File: src/rtl/conv_pkg.sv
// Shared types for the convolution engine and its upstream loader.
// Latency: none (types and constant functions only).
// Backpressure: not applicable.
//
// Contents:
//   conv_state_t - engine FSM state encoding (IDLE, FETCH, DRAIN, OUT, DONE)
//   calc_accw    - accumulator width able to hold B plus MAXK*MAXK full
//                  INW x INW products without overflow
package conv_pkg;

   typedef enum logic [2:0] {
      IDLE  = 3'd0,
      FETCH = 3'd1,
      DRAIN = 3'd2,
      OUT   = 3'd3,
      DONE  = 3'd4
   } conv_state_t;

   // 2*INW bits per product, plus enough headroom for MAXK*MAXK products and B.
   function automatic int calc_accw(input int inw, input int maxk);
      return 2 * inw + $clog2(maxk * maxk + 1);
   endfunction

endpackage

File: src/rtl/conv_mac.sv
// Signed multiply-accumulate for one convolution output word.
// Latency: product of x_in*w_in lands in acc on the edge where en is high.
// Backpressure: none; the caller gates en, load and clear.
//
// Ports:
//   clk, reset      - clock, synchronous active-high reset
//   clear           - zero the accumulator (highest priority after reset)
//   load, load_val  - load sign-extended load_val (the bias)
//   en, x_in, w_in  - accumulate signed x_in*w_in
//   acc             - ACCW-bit two's-complement accumulator
module conv_mac
   import conv_pkg::*;
#(
   parameter int INW  = 24,
   parameter int MAXK = 4,
   parameter int ACCW = calc_accw(INW, MAXK)
) (
   input  logic            clk,
   input  logic            reset,
   input  logic            clear,
   input  logic            load,
   input  logic [INW-1:0]  load_val,
   input  logic            en,
   input  logic [INW-1:0]  x_in,
   input  logic [INW-1:0]  w_in,
   output logic [ACCW-1:0] acc
);

   logic signed [2*INW-1:0] prod;
   logic [ACCW-1:0]         prod_ext;
   logic [ACCW-1:0]         load_ext;

   assign prod     = $signed(x_in) * $signed(w_in);
   assign prod_ext = {{(ACCW-2*INW){prod[2*INW-1]}}, prod};
   assign load_ext = {{(ACCW-INW){load_val[INW-1]}}, load_val};

   always_ff @(posedge clk) begin
      if (reset || clear) begin
         acc <= '0;
      end else if (load) begin
         acc <= load_ext;
      end else if (en) begin
         acc <= acc + prod_ext;
      end
   end

endmodule

File: src/rtl/conv_engine.sv
// 2-D valid convolution of an R x C matrix X with a KxK kernel W plus bias B.
// Latency: first address cycle through first AXIS_TVALID cycle spans K*K+2 cycles.
// Backpressure: AXIS_TDATA/AXIS_TVALID hold in OUT until AXIS_TREADY; no data lost.
//
// Optional build macro: CONV_ENGINE_RELU_EN clamps negative results to 0.
// Ports:
//   clk, reset                 - clock, synchronous active-high reset
//   inputs_loaded, K, B        - job start; K and B captured when the job starts
//   X_read_addr / X_data       - X memory, row-major, data one cycle after address
//   W_read_addr / W_data       - W memory, row-major stride K, data one cycle later
//   AXIS_TDATA/TVALID/TREADY   - output stream, row-major Y words
//   compute_finished           - one-cycle pulse at the end of each job
module conv_engine
   import conv_pkg::*;
#(
   parameter int INW  = 24,
   parameter int R    = 9,
   parameter int C    = 8,
   parameter int MAXK = 4,
   parameter int OUTW = 32
) (
   input  logic                          clk,
   input  logic                          reset,
   input  logic                          inputs_loaded,
   input  logic [$clog2(MAXK+1)-1:0]     K,
   input  logic [INW-1:0]                B,
   output logic [$clog2(R*C)-1:0]        X_read_addr,
   input  logic [INW-1:0]                X_data,
   output logic [$clog2(MAXK*MAXK)-1:0]  W_read_addr,
   input  logic [INW-1:0]                W_data,
   output logic                          compute_finished,
   output logic [OUTW-1:0]               AXIS_TDATA,
   output logic                          AXIS_TVALID,
   input  logic                          AXIS_TREADY
);

   localparam int ACCW = calc_accw(INW, MAXK);
   localparam int KW   = $clog2(MAXK + 1);
   localparam int XAW  = $clog2(R * C);
   localparam int WAW  = $clog2(MAXK * MAXK);
   localparam int RW   = (R > 1) ? $clog2(R) : 1;
   localparam int CW   = (C > 1) ? $clog2(C) : 1;

   conv_state_t     state, state_nxt;
   logic [KW-1:0]   k_q, i_q, j_q;
   logic [INW-1:0]  b_q;
   logic [RW-1:0]   r_q;
   logic [CW-1:0]   c_q;
   logic            en_q;
   logic [ACCW-1:0] acc;

   logic            k_ok, start_job, kern_last, row_last, out_last, fire;
   logic            mac_load, mac_clear;
   logic [INW-1:0]  load_val;
   logic [OUTW-1:0] y_word;
   logic            unused_acc_hi;

   assign k_ok      = (K >= KW'(2)) && (int'(K) <= MAXK);
   assign kern_last = (i_q == k_q - KW'(1)) && (j_q == k_q - KW'(1));
   assign row_last  = (int'(c_q) == C - int'(k_q));
   assign out_last  = row_last && (int'(r_q) == R - int'(k_q));
   assign fire      = (state == OUT) && AXIS_TREADY;
   assign mac_clear = (state == DONE);

   // State register
   always_ff @(posedge clk) begin
      if (reset) begin
         state <= IDLE;
      end else begin
         state <= state_nxt;
      end
   end

   // Next state and per-cycle controls
   always_comb begin
      state_nxt = state;
      start_job = 1'b0;
      mac_load  = 1'b0;
      load_val  = b_q;
      case (state)
         IDLE: begin
            if (inputs_loaded) begin
               if (k_ok) begin
                  state_nxt = FETCH;
                  start_job = 1'b1;
                  mac_load  = 1'b1;
                  load_val  = B;
               end else begin
                  state_nxt = DONE;
               end
            end
         end
         FETCH: begin
            if (kern_last) state_nxt = DRAIN;
         end
         DRAIN: state_nxt = OUT;
         OUT: begin
            if (AXIS_TREADY) begin
               if (out_last) begin
                  state_nxt = DONE;
               end else begin
                  state_nxt = FETCH;
                  mac_load  = 1'b1;
               end
            end
         end
         DONE:    state_nxt = IDLE;
         default: state_nxt = IDLE;
      endcase
   end

   // Job parameters, kernel and output position counters.
   // en_q marks the cycle in which the word fetched last cycle is on X_data/W_data.
   always_ff @(posedge clk) begin
      if (reset) begin
         k_q  <= '0;
         b_q  <= '0;
         i_q  <= '0;
         j_q  <= '0;
         r_q  <= '0;
         c_q  <= '0;
         en_q <= 1'b0;
      end else begin
         en_q <= (state == FETCH);
         if (start_job) begin
            k_q <= K;
            b_q <= B;
            i_q <= '0;
            j_q <= '0;
            r_q <= '0;
            c_q <= '0;
         end else if (state == FETCH) begin
            if (j_q == k_q - KW'(1)) begin
               j_q <= '0;
               i_q <= kern_last ? '0 : i_q + KW'(1);
            end else begin
               j_q <= j_q + KW'(1);
            end
         end else if (fire && !out_last) begin
            if (row_last) begin
               c_q <= '0;
               r_q <= r_q + RW'(1);
            end else begin
               c_q <= c_q + CW'(1);
            end
         end
      end
   end

   // Addresses are only driven while fetching; zero otherwise.
   always_comb begin
      X_read_addr = '0;
      W_read_addr = '0;
      if (state == FETCH) begin
         X_read_addr = (XAW'(r_q) + XAW'(i_q)) * XAW'(C) + XAW'(c_q) + XAW'(j_q);
         W_read_addr = WAW'(i_q) * WAW'(k_q) + WAW'(j_q);
      end
   end

   conv_mac #(
      .INW  (INW),
      .MAXK (MAXK),
      .ACCW (ACCW)
   ) u_mac (
      .clk      (clk),
      .reset    (reset),
      .clear    (mac_clear),
      .load     (mac_load),
      .load_val (load_val),
      .en       (en_q),
      .x_in     (X_data),
      .w_in     (W_data),
      .acc      (acc)
   );

`ifdef CONV_ENGINE_RELU_EN
   assign y_word = acc[ACCW-1] ? '0 : acc[OUTW-1:0];
`else
   assign y_word = acc[OUTW-1:0];
`endif

   // Upper accumulator bits only matter for the sign test.
   assign unused_acc_hi = ^acc[ACCW-1:OUTW];

   assign AXIS_TVALID      = (state == OUT);
   assign AXIS_TDATA       = (state == OUT) ? y_word : '0;
   assign compute_finished = (state == DONE);

endmodule

File: config.mk
export PLATFORM = sky130hd
export DESIGN_NAME = conv_engine
export DESIGN_NICKNAME = d
export VERILOG_FILES = /design/src/rtl/conv_pkg.sv /design/src/rtl/conv_mac.sv /design/src/rtl/conv_engine.sv
export SDC_FILE = /design/constraint.sdc
export NUM_CORES = 1
export LEC_CHECK = 0
export ABC_AREA = 0
export CORE_MARGIN = 2
export CORE_UTILIZATION = 50
export CTS_CLUSTER_SIZE = 28
export DETAILED_ROUTE_END_ITERATION = 6
export PLACE_DENSITY_LB_ADDON = 0.15
export SETUP_SLACK_MARGIN = 0.1
export SLEW_MARGIN = 20
export SYNTH_ARGS = -nofsm -noshare
export SYNTH_HDL_FRONTEND = slang
export SYNTH_SLANG_ARGS = --single-unit
export TNS_END_PERCENT = 50
File: constraint.sdc
create_clock -name clk -period 13.6 [get_ports clk]
set_clock_uncertainty 0.1 [all_clocks]
set_input_delay 2.72 -clock clk [delete_from_list [all_inputs] [get_ports clk]]
set_output_delay 2.72 -clock clk [all_outputs]
set_load 0.02 [all_outputs]
==> results.sh <==
export IMPL_fp_row_count=74
export IMPL_synth_warnings=0
export IMPL_hold_path_class="reg2reg"
export IMPL_max_stage_delay_ns=1.24
export IMPL_max_freq_mhz=88.4
export IMPL_netlist_top_cells_count="inv_1, fa_1, nand2_1"
export IMPL_die_w_um=206
export IMPL_critical_path_peak_fanout=25
export IMPL_final_nets=3103
export IMPL_die_height_um=206
export IMPL_synth_nets=3059
export IMPL_avgViaCountPerCell=5.38
export IMPL_cts_setup_buffers=0
export IMPL_status="finished, final reports clean"
export IMPL_syn_inst=2426
export IMPL_synth_top_cell_by_area="fa_1"
export IMPL_synth_top_cell_area_share_pct=37.9
export IMPL_crit_path_top_delay_cell="clkdlybuf4s50_1"
export IMPL_path_clk_slew_ns=0.06
export IMPL_grt_pass1_vias=16700
export IMPL_worstMarginPinSlew_ns=1.17
export IMPL_async_reset_ff_share_pct=0
export IMPL_numCtsBuffers=9
export IMPL_detail_route_antenna_nets=0
export IMPL_final_period_utilization_pct=83.2
export IMPL_slew_violations=0
export IMPL_root_buffer="clkbuf_16"
export IMPL_grt_ovfl_total=0
export IMPL_setup_viol=0
export IMPL_slew_headroom_pct=21.8
export IMPL_start_util_pct=50.4
export IMPL_synth_edff_count=0
export IMPL_synth_area_um2=20400
export IMPL_holdBufCountCts=0
export IMPL_hpwl_um=42200
export IMPL_diodes=0
export IMPL_cts_tree="yes"
export IMPL_critical_path_class="in2reg"
export IMPL_synthFlopType="dfxtp_1"
export IMPL_synth_most_common_cell="inv_1"
export IMPL_drtIter0Drc=931
export IMPL_tns_ns=0
export IMPL_cp_num_buf_inv=5
export IMPL_globalRouteTotalUtil_pct=26.1
export IMPL_crit_path_end_kind="flop"
export IMPL_core_region_area_um2=40600
export IMPL_cts_buffer_depth=2
export IMPL_post_route_util_pct=55.2
export IMPL_clock_latency_ns=0.34
export IMPL_antenna_found_initial=0
export IMPL_maxCapViolCount=0
export IMPL_routed_via_count=16200
export IMPL_numPortBuffers=123
export IMPL_worst_path_most_repeated_cell="fa_1"
export IMPL_die_area_um2=42500
export IMPL_finalHoldViolCount=0
export IMPL_ys_seq_area_share_pct=7.44
export IMPL_drtPass1Iterations=5
export IMPL_synth_seq_cells=76
export IMPL_critical_path_top_delay_family="adder cells"
export IMPL_grt_pass1_wl_um=87100
export IMPL_drc=0
export IMPL_fin_hold_ws_ns=0.353
export IMPL_ctsResizeCount=0
export IMPL_rsz0062_at_grt="false"
export IMPL_cts_sinks=76
export IMPL_place_gp_congestion=0.862
export IMPL_avgSynthCellArea_um2=8.43
export IMPL_ys_top_cells_by_area="fa_1, ha_1, inv_1, and2_1, dfxtp_1"
export IMPL_grt_start_max_net_pins=45
export IMPL_wl_um=52900
export IMPL_post_drt_wl_per_cell_um=17.6
export IMPL_start_kind="input port"
export IMPL_required_ns=13.70
export IMPL_cp_arrival_ns=11.41
export IMPL_synth_distinct_cells=70
export IMPL_syn2layout_area_growth_pct=9.50
export IMPL_drive_gt1_share_pct=2.67
export IMPL_cts_max_level=3
export IMPL_period_needed_ns=11.31
export IMPL_io_pins=124
flip-flops by register name (all words and copies together) (netlist names):
register / flops
state: 3
i_q: 3
u_mac.acc: 32
r_q: 4
c_q: 3
b_q: 24
j_q: 3
k_q: 3
en_q: 1
path summary, 6_finish.rpt:
| check | start | endpoint | slack (ns) | cells past startpoint |
|---|---|---|---|---|
| min reg2reg | b_q[21]$_SDFFE_PP0P_ | b_q[21]$_SDFFE_PP0P_ | 0.35 | 2 |
| min | b_q[21]$_SDFFE_PP0P_ | b_q[21]$_SDFFE_PP0P_ | 0.35 | 2 |
| max | W_data[7] | u_mac.acc[31]$_SDFFE_PP0P_ | 2.29 | 29 |
| max reg2reg | k_q[0]$_SDFFE_PP0P_ | u_mac.acc[20]$_SDFFE_PP0P_ | 9.99 | 8 |
final cells by class:
class | instances | area (µm²)
Multi-Input combinational cell | 1756 | 16700
Clock inverter | 6 | 71.3
Sequential cell | 76 | 1520
Inverter | 485 | 1820
Tap cell | 532 | 666
Fill cell | 3782 | 18200
Clock buffer | 10 | 239
Timing Repair Buffer | 142 | 1370
metal layers:
layer / track usage [%] / wire length (µm) / up-vias
li1: - / - / 7462
met1: 35.7 / 22700 / 8217
met2: 43.9 / 26100 / 437
met3: 3.15 / 2800 / 69
met4: 6.71 / 1320 / 0
met5: 0 / 0 / -
tightest hold or removal path: cells and delay by family (launching register included):
kind / cells / cell delay (ns)
AO/OA/AOI/OAI: 1 / 0.05
flip-flops: 1 / 0.31
AND/OR/NAND/NOR: 1 / 0.05
cell families after synthesis:
| kind of cell | count (synthesis) | synth area share (%) |
|---|---|---|
| multiplexers | 16 | 0.789 |
| AO/OA/AOI/OAI | 289 | 8.94 |
| adder cells (fa/ha/maj) | 554 | 48.1 |
| flip-flops | 76 | 7.44 |
| buffers and inverters | 594 | 11.0 |
| XOR/XNOR | 109 | 4.74 |
| AND/OR/NAND/NOR | 788 | 19.0 |
metrics by stage:
| step | cell area [µm²] | worst slack [ns] | instances |
|---|---|---|---|
| after floorplan | 20400 | 3.61 | 2426 |
| after global placement | 22100 | 1.84 | 2991 |
| after detailed placement | 22100 | 1.97 | 2991 |
| after CTS | 22400 | 2.30 | 3007 |
| after global routing | 22400 | 1.75 | 3007 |
| final | 22400 | 2.29 | 3007 |
cell usage in the layout (no fill, tap or decap), drive strengths merged, types with 8 or more instances in the layout:
cell,Yosys,final
inv,485,486
fa,387,387
nand2,341,341
and2,267,267
ha,167,167
clkdlybuf4s50,0,122
a21oi,113,113
xnor2,82,82
nor2,78,78
dfxtp,76,76
o21ai,72,72
xor2,26,26
nor3,23,23
a21o,21,21
buf,10,20
and3,17,17
mux2i,15,15
a211oi,14,14
nand3,13,13
nand2b,11,11
o21a,10,10
clkbuf,99,10
o211ai,8,8
Power is left out: the tool's default activity adds up to more than one toggle a clock period on the data nets, which glitch-free logic cannot reach.
